[src/rtl/fetch_unit.sv]
// Instruction fetch stage: program counter, ROM addressing and the run/halt
// control machine that gates the datapath of the 8-bit processor.
module fetch_unit #(
    parameter int           PC_WIDTH     = 10,
    parameter int           OFFSET_WIDTH = 8,
    parameter int           COUNT_WIDTH  = 16,
    parameter logic [7:0]   HALT_INSTR   = 8'h88
) (
    input  logic                    clk_i,
    input  logic                    reset_n_i,
    input  logic                    start_i,
    input  logic [PC_WIDTH-1:0]     start_addr_i,
    input  logic [7:0]              instr_rdata_i,
    input  logic                    branchf_i,
    input  logic                    branchb_i,
    input  logic                    done_i,
    input  logic [OFFSET_WIDTH-1:0] branch_offset_i,
    output logic [PC_WIDTH-1:0]     pc_o,
    output logic [7:0]              instruction_o,
    output logic                    running_o,
    output logic                    halted_o,
    output logic [COUNT_WIDTH-1:0]  instr_count_o
);

    typedef enum logic [1:0] {
        ST_IDLE = 2'd0,
        ST_RUN  = 2'd1,
        ST_HALT = 2'd2
    } state_t;

    state_t                  state_q;
    state_t                  state_d;
    logic [PC_WIDTH-1:0]     pc_q;
    logic [PC_WIDTH-1:0]     pc_d;
    logic [PC_WIDTH-1:0]     offset_ext_s;
    logic [COUNT_WIDTH-1:0]  count_q;
    logic [COUNT_WIDTH-1:0]  count_d;
    logic                    running_q;
    logic                    halted_q;

    assign offset_ext_s = {{(PC_WIDTH-OFFSET_WIDTH){1'b0}}, branch_offset_i};

    // State, PC and counter registers; status flags follow the next state so they stay registered
    always_ff @(posedge clk_i) begin
        if (!reset_n_i) begin
            state_q   <= ST_IDLE;
            pc_q      <= {PC_WIDTH{1'b0}};
            count_q   <= {COUNT_WIDTH{1'b0}};
            running_q <= 1'b0;
            halted_q  <= 1'b0;
        end else begin
            state_q   <= state_d;
            pc_q      <= pc_d;
            count_q   <= count_d;
            running_q <= (state_d == ST_RUN);
            halted_q  <= (state_d == ST_HALT);
        end
    end

    // Next-state logic: done beats any branch, start only matters outside RUN
    always_comb begin
        state_d = state_q;
        case (state_q)
            ST_IDLE: begin
                if (start_i) state_d = ST_RUN;
                else         state_d = ST_IDLE;
            end
            ST_RUN: begin
                if (done_i) state_d = ST_HALT;
                else        state_d = ST_RUN;
            end
            ST_HALT: begin
                if (start_i) state_d = ST_RUN;
                else         state_d = ST_HALT;
            end
            default: state_d = ST_IDLE;
        endcase
    end

    // PC and counter update; PC arithmetic wraps modulo 2^PC_WIDTH, counter saturates
    always_comb begin
        pc_d    = pc_q;
        count_d = count_q;
        case (state_q)
            ST_RUN: begin
                if (&count_q) count_d = count_q;
                else          count_d = count_q + COUNT_WIDTH'(1);
                if (done_i)         pc_d = pc_q;
                else if (branchf_i) pc_d = pc_q + offset_ext_s;
                else if (branchb_i) pc_d = pc_q - offset_ext_s;
                else                pc_d = pc_q + PC_WIDTH'(1);
            end
            ST_IDLE, ST_HALT: begin
                if (start_i) begin
                    pc_d    = start_addr_i;
                    count_d = {COUNT_WIDTH{1'b0}};
                end else begin
                    pc_d    = pc_q;
                    count_d = count_q;
                end
            end
            default: begin
                pc_d    = {PC_WIDTH{1'b0}};
                count_d = {COUNT_WIDTH{1'b0}};
            end
        endcase
    end

    // Decoder sees the halt encoding whenever the machine is not running
    always_comb begin
        instruction_o = HALT_INSTR;
        case (state_q)
            ST_RUN:  instruction_o = instr_rdata_i;
            default: instruction_o = HALT_INSTR;
        endcase
    end

    assign pc_o          = pc_q;
    assign running_o     = running_q;
    assign halted_o      = halted_q;
    assign instr_count_o = count_q;

endmodule

[config.mk]
export PLATFORM = sky130hd
export DESIGN_NAME = fetch_unit
export DESIGN_NICKNAME = d
export VERILOG_FILES = /design/src/rtl/fetch_unit.sv
export SDC_FILE = /design/constraint.sdc
export NUM_CORES = 1
export LEC_CHECK = 0
export ABC_CLOCK_PERIOD_IN_PS = 3200
export CORE_ASPECT_RATIO = 0.7
export CORE_MARGIN = 2
export CORE_UTILIZATION = 46
export CTS_CLUSTER_SIZE = 8
export DETAILED_ROUTE_END_ITERATION = 8
export GPL_ROUTABILITY_DRIVEN = 0
export PLACE_DENSITY = 0.81
export SKIP_LAST_GASP = 1
export SYNTH_ARGS = -nofsm -noshare
export SYNTH_HDL_FRONTEND = slang
export SYNTH_SLANG_ARGS = --single-unit
[constraint.sdc]
create_clock -name clk_i -period 3.2 [get_ports clk_i]
set_input_delay 0.32 -clock clk_i [delete_from_list [all_inputs] [get_ports clk_i]]
set_output_delay 0.32 -clock clk_i [all_outputs]
set_load 0.01 [all_outputs]
==> flow_summary_export.csv, run 1 <==
group,metric,value,unit
die,fp.dieArea,4960,um2
setup_path,crit_chain,"clkdlybuf4s50_1 > nor2b_1 > ha_1 > buf_4 > nor3b_1 > nor3_1 > a21o_1 > a22o_1 > ha_1 > inv_1 > buf_4 > nor3_1 > mux2i_1 > a21o_1 > a21oi_1",
clock_tree,cts_setup_buffers,0,
power,total_power,1.05,mW
timing,setup_total_negative_slack,0,ns
setup_path,crit_end,"pc_o[6]",
synthesis,synth_ff_type,"sky130_fd_sc_hd__dfxtp_1",
setup_path,worst_ep_required_time,3.43,ns
synthesis,synth_cell_types,49,
timing,final-max-slew-violation-count,0,
layout,area_growth_syn_to_layout,44.0,%
clock_tree,clk_latency,0.29,ns
timing,final.min_clock_period,2.96,ns
routing,total_via_count_in_the_routed_design,2137,
timing,hold_violations_final,0,
layout,most_common_cell_after_layout_fill_and_taps_aside,"sky130_fd_sc_hd__clkdlybuf4s50_1",
clock_tree,cts_buffer_depth,2,
layout,num-fill-cells,360,
die,initial_core_util,0.473,
routing,avgRoutedWirePerCell,14.7,um
run,maxCapViolCount,0,
clock_tree,tritoncts,"done",
synthesis,synthDominantAreaCellType,"sky130_fd_sc_hd__dfxtp_1",
setup_path,timing.critical_path.slowest_cell_delay,0.50,ns
place,detailedPlacementHpwl,4220,um
worst_hold_path,timing.hold.worst.start,"instr_count_o[8]",
clock_tree,cts.reportedPaths.clkPinSlew,0.07,ns
synthesis,netlist_instances,248,
outcome,outcome,"finished, final reports clean",
routing,post-route-drc-count,0,
setup_path,critPathLaunchType,"input pin",
setup_path,worst-path-max-fanout,4,
setup_path,timing.critical_path.from,"branchb_i",
timing,max_freq,338,MHz
layout,finalNetCount,369,
power,power.combinational.fraction,0.302,
grt,globalRouteTotalUtil,0.223,
die,die_width,83.3,um
routing,postRouteWirelength,5580,um
setup_path,worst_ep_arrival_time,3.19,ns
die,fp.dieH,59.5,um
die,floorplan.io_pins,68,
clock_tree,clockRootBuffer,"sky130_fd_sc_hd__clkbuf_8",
power,internal_power,0.733,mW
synthesis,synth.yosys.warnings,0,
power,sequentialPowerShare,0.388,
setup_path,critical_path.n_buffers_inverters,4,
setup_path,crit_slowest_cell,"sky130_fd_sc_hd__clkdlybuf4s50_1",
setup_path,rr_startpoint,"pc_o[0]",
timing,min_period_over_period,0.926,
setup_path,cp-end-kind,"flop",
grt,grt_pass1_wl,8740,um
setup_path,setup.worst_path.class,"in2reg",
routing,routed_wire_length_on_met2,2400,um
routing,detail_route.wirelength.met1,2690,um
synthesis,post_synth.cell_area_avg,8.17,um2
setup_path,r2r_end,"pc_o[8]",
synthesis,synthTopCellsByArea,"sky130_fd_sc_hd__dfxtp_1, sky130_fd_sc_hd__ha_1, sky130_fd_sc_hd__a21oi_1, sky130_fd_sc_hd__o21ai_0, sky130_fd_sc_hd__nor2_1",
synthesis,synth_area,2030,um2
layout,multi_input_comb_area,1360,um2
synthesis,ys_ff_latch,30,
routing,drt_pre_antenna_iters,4,
timing,worst-slew-pin-transition,0.560,ns
setup_path,worst-r2r-setup-slack,1.05,ns
power,power_switching,0.321,mW
routing,wl_met3,402,um
power,clock_power_share,0.310,
timing,max-slew-margin-rel,0.625,
routing,postRouteAntennaNets,0,
routing,route.top_layer_used,"met4",
grt,largest_net_degree_at_the_start_of_global_routing,21,
synthesis,synth_edf_count,0,
die,floorplan.rows,20,
timing,worst_clock_skew,0.00457,ns
clock_tree,cts_buffers,5,
synthesis,synth_net_count,292,
layout,sequential_cell_area,601,um2
clock_tree,cts.sinks,30,
setup_path,rr_worst_depth,8,
grt,grt_overflow_total,0,
synthesis,synth_largest_type_area_fraction,0.296,
power,ir_worst_vdd,0.213,mV
synthesis,synth_async_sr_flop_share,0,
clock_tree,ctsHtreeMaxLevel,2,
grt,grt_pass1_vias,1910,
power,p_leak,1.14,nW
setup_path,cpLargestDelayFamily,"buffers and inverters",
synthesis,register_area_share_after_synthesis,0.296,
place,port-buffer-count,67,
grt,grt_antenna_before_repair,0,
power,powerDensity,362,nW/um2
timing,setup_viol_count_final,0,
power,sw_frac_of_total,0.305,
die,core_area,4280,um2
layout,layout_common_cells,"sky130_fd_sc_hd__clkdlybuf4s50_1, sky130_fd_sc_hd__dfxtp_1, sky130_fd_sc_hd__a21oi_1",
routing,via_density,5.61,
layout,final_layout_size_suffix_gt1_frac,0.0890,
timing,grt_setup_unrepaired,"no",
setup_path,timing.critical_path.depth,15,
layout,num_antenna_cells,0,
routing,drt_first_iter_violations,106,
worst_hold_path,min_path_type,"reg2reg",
## through the flow
step | std cells | hold WS [ns] | area [um2] | worst slack [ns] | util
3_5_place_dp | 373 | 0.498 | 2820 | -0.00981 | 0.659
5_1_grt | 381 | 0.561 | 2920 | 0.0662 | 0.682
3_3_place_gp | 373 | 0.484 | 2820 | 0.0916 | 0.659
6_report | 381 | 0.499 | 2920 | 0.238 | 0.682
4_1_cts | 381 | 0.507 | 2910 | 0.289 | 0.680
2_1_floorplan | 248 | 0.506 | 2030 | 0.408 | -
## worst register-to-register path: stages, from the launching register on
cell                       delay (ns)
sky130_fd_sc_hd__dfxtp_1         0.33
sky130_fd_sc_hd__ha_1            0.23
sky130_fd_sc_hd__fa_1            0.41
sky130_fd_sc_hd__a21o_1          0.18
sky130_fd_sc_hd__a21oi_1         0.27
sky130_fd_sc_hd__o21ai_0         0.16
sky130_fd_sc_hd__a31oi_1         0.26
sky130_fd_sc_hd__nand4_1         0.12
sky130_fd_sc_hd__o211ai_1        0.11
## worst min-delay path by stage
stage	slack [ns]	cells after the start	to
final	0.50	2	instr_count_o[8]
after floorplan	0.51	2	pc_o[5]
after detailed placement	0.50	2	instr_count_o[8]
after global routing	0.56	2	instr_count_o[8]
after CTS	0.51	2	instr_count_o[8]
after global placement	0.48	2	instr_count_o[8]
## kinds of logic after synthesis
| family | after synthesis | synth area share |
|---|---|---|
| and+or+nand+nor | 94 | 0.256 |
| AOI/OAI and AO/OA | 76 | 0.249 |
| DFF | 30 | 0.296 |
| buffers and inverters | 17 | 0.0340 |
| xor gates and xnor gates | 14 | 0.0605 |
| adders and majority gates | 12 | 0.0778 |
| muxes | 5 | 0.0259 |
## routing by layer
metal  vias to the layer above  GRT usage
met4                         0      0.103
met2                        89      0.326
met3                        10     0.0515
met5                         -          0
li1                       1059          -
met1                       979      0.315
## registers in the layout, summed over array words and instances (netlist names)
| name | flops |
|---|---|
| halted_o | 1 |
| instr_count_o | 16 |
| pc_o | 10 |
| running_o | 1 |
| state_q | 2 |
## timing repair
item / in CTS / in global routing
resized for setup: 0 / 1
hold buffers: 0 / 0
setup endpoints to repair: 0 / 1
endpoints found under the hold margin: 0 / 0
## cell type report
type | instances | share of cell area
flip-flops and latches | 30 | 0.206
clock inverters | 1 | 0.00172
clock buffers | 7 | 0.0296
inverters | 7 | 0.00901
multi-input cells | 201 | 0.467
repair buffers | 80 | 0.263
well taps | 55 | 0.0236
## synthesized netlist by cell type (2+ instances only)
cell type / n
sky130_fd_sc_hd__nor3_1: 8
sky130_fd_sc_hd__nand4_1: 2
sky130_fd_sc_hd__mux2_2: 2
sky130_fd_sc_hd__or3_1: 5
sky130_fd_sc_hd__o211a_1: 3
sky130_fd_sc_hd__and3_1: 2
sky130_fd_sc_hd__a21o_1: 5
sky130_fd_sc_hd__nand2_1: 16
sky130_fd_sc_hd__nand3_1: 6
sky130_fd_sc_hd__clkbuf_1: 8
sky130_fd_sc_hd__ha_1: 11
sky130_fd_sc_hd__o21bai_1: 2
sky130_fd_sc_hd__dfxtp_1: 30
sky130_fd_sc_hd__xnor2_1: 8
sky130_fd_sc_hd__nand3b_1: 2
sky130_fd_sc_hd__and4_1: 2
sky130_fd_sc_hd__xor2_1: 6
sky130_fd_sc_hd__nor3b_1: 4
sky130_fd_sc_hd__o21ai_0: 17
sky130_fd_sc_hd__a22oi_1: 3
sky130_fd_sc_hd__a31oi_1: 5
sky130_fd_sc_hd__nor2b_1: 10
sky130_fd_sc_hd__inv_1: 7
sky130_fd_sc_hd__nand2b_1: 5
sky130_fd_sc_hd__o21a_1: 2
sky130_fd_sc_hd__nor2_1: 21
sky130_fd_sc_hd__and2_1: 6
sky130_fd_sc_hd__a22o_1: 3
sky130_fd_sc_hd__mux2i_1: 3
sky130_fd_sc_hd__o211ai_1: 3
sky130_fd_sc_hd__a21oi_1: 23
## power groups by stage
stage               Combinational [mW]  Clock, mW  Sequential [mW]
floorplan                        0.172          0            0.422
global placement                 0.307          0            0.417
detailed placement               0.314          0            0.418
CTS                              0.317      0.327            0.410
global route                     0.347      0.342            0.411
finish                           0.318      0.327            0.409
Power figures use the tool's default switching activity.
==> inputs of run 2 (changes only) <==
CORE_ASPECT_RATIO = not set   (was 0.7)
==> run 2 against run 1 <==
  * Sequential cell count is the same
  * Via count is 3.2% lower
  * Clock power fell by 4%
==> flow_summary_export.csv, run 2 (synthesis gave the netlist of run 1 again) <==
group,metric,value,unit
outcome,outcome,"finished, final reports clean",
setup_path,crit_chain,"clkdlybuf4s50_1 > nor2b_2 > ha_2 > nor3b_1 > nor3_1 > a21o_1 > a22o_1 > ha_1 > and3_1 > o2bb2ai_1 > a31oi_2 > o21ai_0 > xnor2_1 > o21ai_0",
setup_path,cp-end-kind,"flop",
layout,largest_reg_flops,16,
routing,via_density,5.46,
clock_tree,cts_setup_buffers,0,
setup_path,critPathLaunchType,"input pin",
layout,num-fill-cells,365,
timing,final.min_clock_period,2.96,ns
clock_tree,cts_buffers,5,
setup_path,cpLargestDelayFamily,"compound AO/OA/AOI/OAI gates",
grt,grt_pass1_wl,8800,um
routing,post-route-drc-count,0,
grt,grt_antenna_before_repair,0,
setup_path,timing.critical_path.slowest_cell_delay,0.49,ns
grt,grt_overflow_total,0,
die,floorplan.rows,24,
clock_tree,cts.reportedPaths.clkPinSlew,0.07,ns
timing,fin_ws,0.241,ns
setup_path,crit_path_frequent_cell,"sky130_fd_sc_hd__o21ai_0",
timing,final-max-slew-violation-count,0,
run,maxCapViolCount,0,
clock_tree,ctsHtreeMaxLevel,2,
grt,globalRouteTotalUtil,0.220,
setup_path,crit_slowest_cell,"sky130_fd_sc_hd__clkdlybuf4s50_1",
grt,largest_net_degree_at_the_start_of_global_routing,21,
power,clock_power_share,0.302,
power,p_leak,1.15,nW
timing,worst_clock_skew,0.00524,ns
clock_tree,cts_buffer_depth,2,
die,initial_core_util,0.472,
die,fp.dieArea,4950,um2
routing,postRouteAntennaNets,0,
layout,layout_common_cells,"sky130_fd_sc_hd__clkdlybuf4s50_1, sky130_fd_sc_hd__dfxtp_1, sky130_fd_sc_hd__a21oi_1",
clock_tree,clk_latency,0.28,ns
power,power_switching,0.308,mW
timing,setup_total_negative_slack,0,ns
routing,postRouteWirelength,5420,um
place,dp_slack,-0.0585,ns
clock_tree,cts.sinks,30,
routing,total_via_count_in_the_routed_design,2069,
layout,most_common_cell_after_layout_fill_and_taps_aside,"sky130_fd_sc_hd__clkdlybuf4s50_1",
power,internal_power,0.735,mW
clock_tree,tritoncts,"done",
setup_path,setup.worst_path.class,"in2reg",
timing,max-slew-margin-rel,0.409,
power,power.combinational.fraction,0.303,
place,detailedPlacementHpwl,4090,um
layout,area_growth_syn_to_layout,44.5,%
layout,final_layout_size_suffix_gt1_frac,0.0979,
clock_tree,clockRootBuffer,"sky130_fd_sc_hd__clkbuf_8",
routing,drt_pre_antenna_iters,4,
timing,grt_setup_unrepaired,"no",
routing,drt_first_iter_violations,99,
timing,max_freq,338,MHz
routing,avgRoutedWirePerCell,14.3,um
die,die_width,70.4,um
timing,worst-slew-pin-transition,0.887,ns
setup_path,worst_ep_required_time,3.37,ns
layout,num_antenna_cells,0,
timing,hold_violations_final,0,
layout,finalNetCount,370,
die,floorplan.io_pins,68,
grt,grt_pass1_vias,1954,
power,ir_worst_vdd,0.223,mV
setup_path,worst-path-max-fanout,4,
place,port-buffer-count,67,
layout,final_util,0.682,
power,sequentialPowerShare,0.395,
timing,min_period_over_period,0.925,
die,core_area,4290,um2
power,sw_frac_of_total,0.295,
setup_path,critical_path.n_buffers_inverters,1,
worst_hold_path,min_path_type,"reg2reg",
power,powerDensity,356,nW/um2
die,fp.dieH,70.4,um
timing,setup_viol_count_final,0,
setup_path,worst_ep_arrival_time,3.13,ns
==> run 2: changes by cell type in the layout (fill, tap and decap cells not counted), sizes merged <==
cell | before | now
buf | 13 | 14
==> run 2: layout make-up <==
class | count | area [um2] | area share
clock buffers | 7 | 86.3 | 0.0295
clock inverters | 1 | 5.00 | 0.00171
inverters | 7 | 26.3 | 0.00898
multi-input cells | 201 | 1370 | 0.467
flip-flops and latches | 30 | 601 | 0.205
well taps | 52 | 65.1 | 0.0222
repair buffers | 81 | 776 | 0.265
==> run 2: final timing paths <==
check,start,endpoint,slack [ns],cells after the start
hold / removal,instr_count_o[12],instr_count_o[12],0.53,2
setup reg to reg,state_q[0],pc_o[5],0.90,6
hold reg to reg,instr_count_o[12],instr_count_o[12],0.53,2
setup / recovery,branchb_i,pc_o[9],0.24,14
==> run 2: power groups by stage <==
| stage | Clock (mW) | Combinational (mW) | Sequential [mW] |
|---|---|---|---|
| 4_1_cts | 0.318 | 0.312 | 0.412 |
| 3_5_place_dp | 0 | 0.311 | 0.420 |
| 6_report | 0.315 | 0.316 | 0.412 |
| 2_1_floorplan | 0 | 0.172 | 0.422 |
| 5_1_grt | 0.332 | 0.344 | 0.415 |
| 3_3_place_gp | 0 | 0.305 | 0.420 |
==> run 2: layer usage <==
| layer | up-vias | part of all wire | track usage |
|---|---|---|---|
| met1 | 953 | 0.45 | 0.266 |
| met3 | 11 | 0.048 | 0.0534 |
| li1 | 1058 | - | - |
| met5 | - | 0 | 0 |
| met4 | 0 | 0.014 | 0.0833 |
| met2 | 47 | 0.49 | 0.374 |
==> run 2: worst reg2reg max path: stages (launching register included) <==
cell and delay, ns:
sky130_fd_sc_hd__dfxtp_1 0.60, sky130_fd_sc_hd__inv_1 0.22, sky130_fd_sc_hd__nor2_1 0.46, sky130_fd_sc_hd__a21oi_1 0.40, sky130_fd_sc_hd__buf_4 0.29, sky130_fd_sc_hd__o21ai_0 0.18
sky130_fd_sc_hd__a21oi_1 0.06
==> run 2: through the flow <==
step	area, um2	power [mW]	cells	hold WS (ns)
2_1_floorplan	2030	0.594	248	0.506
6_report	2930	1.04	379	0.533
4_1_cts	2920	1.04	379	0.528
3_3_place_gp	2820	0.724	371	0.497
3_5_place_dp	2820	0.731	371	0.515
5_1_grt	2930	1.09	379	0.553
==> run 2: repair_timing <==
action                                  CTS  global route
endpoints found under the setup margin    0             3
resized for setup                         0             3
endpoints found under the hold margin     0             0
hold buffers                              0             0
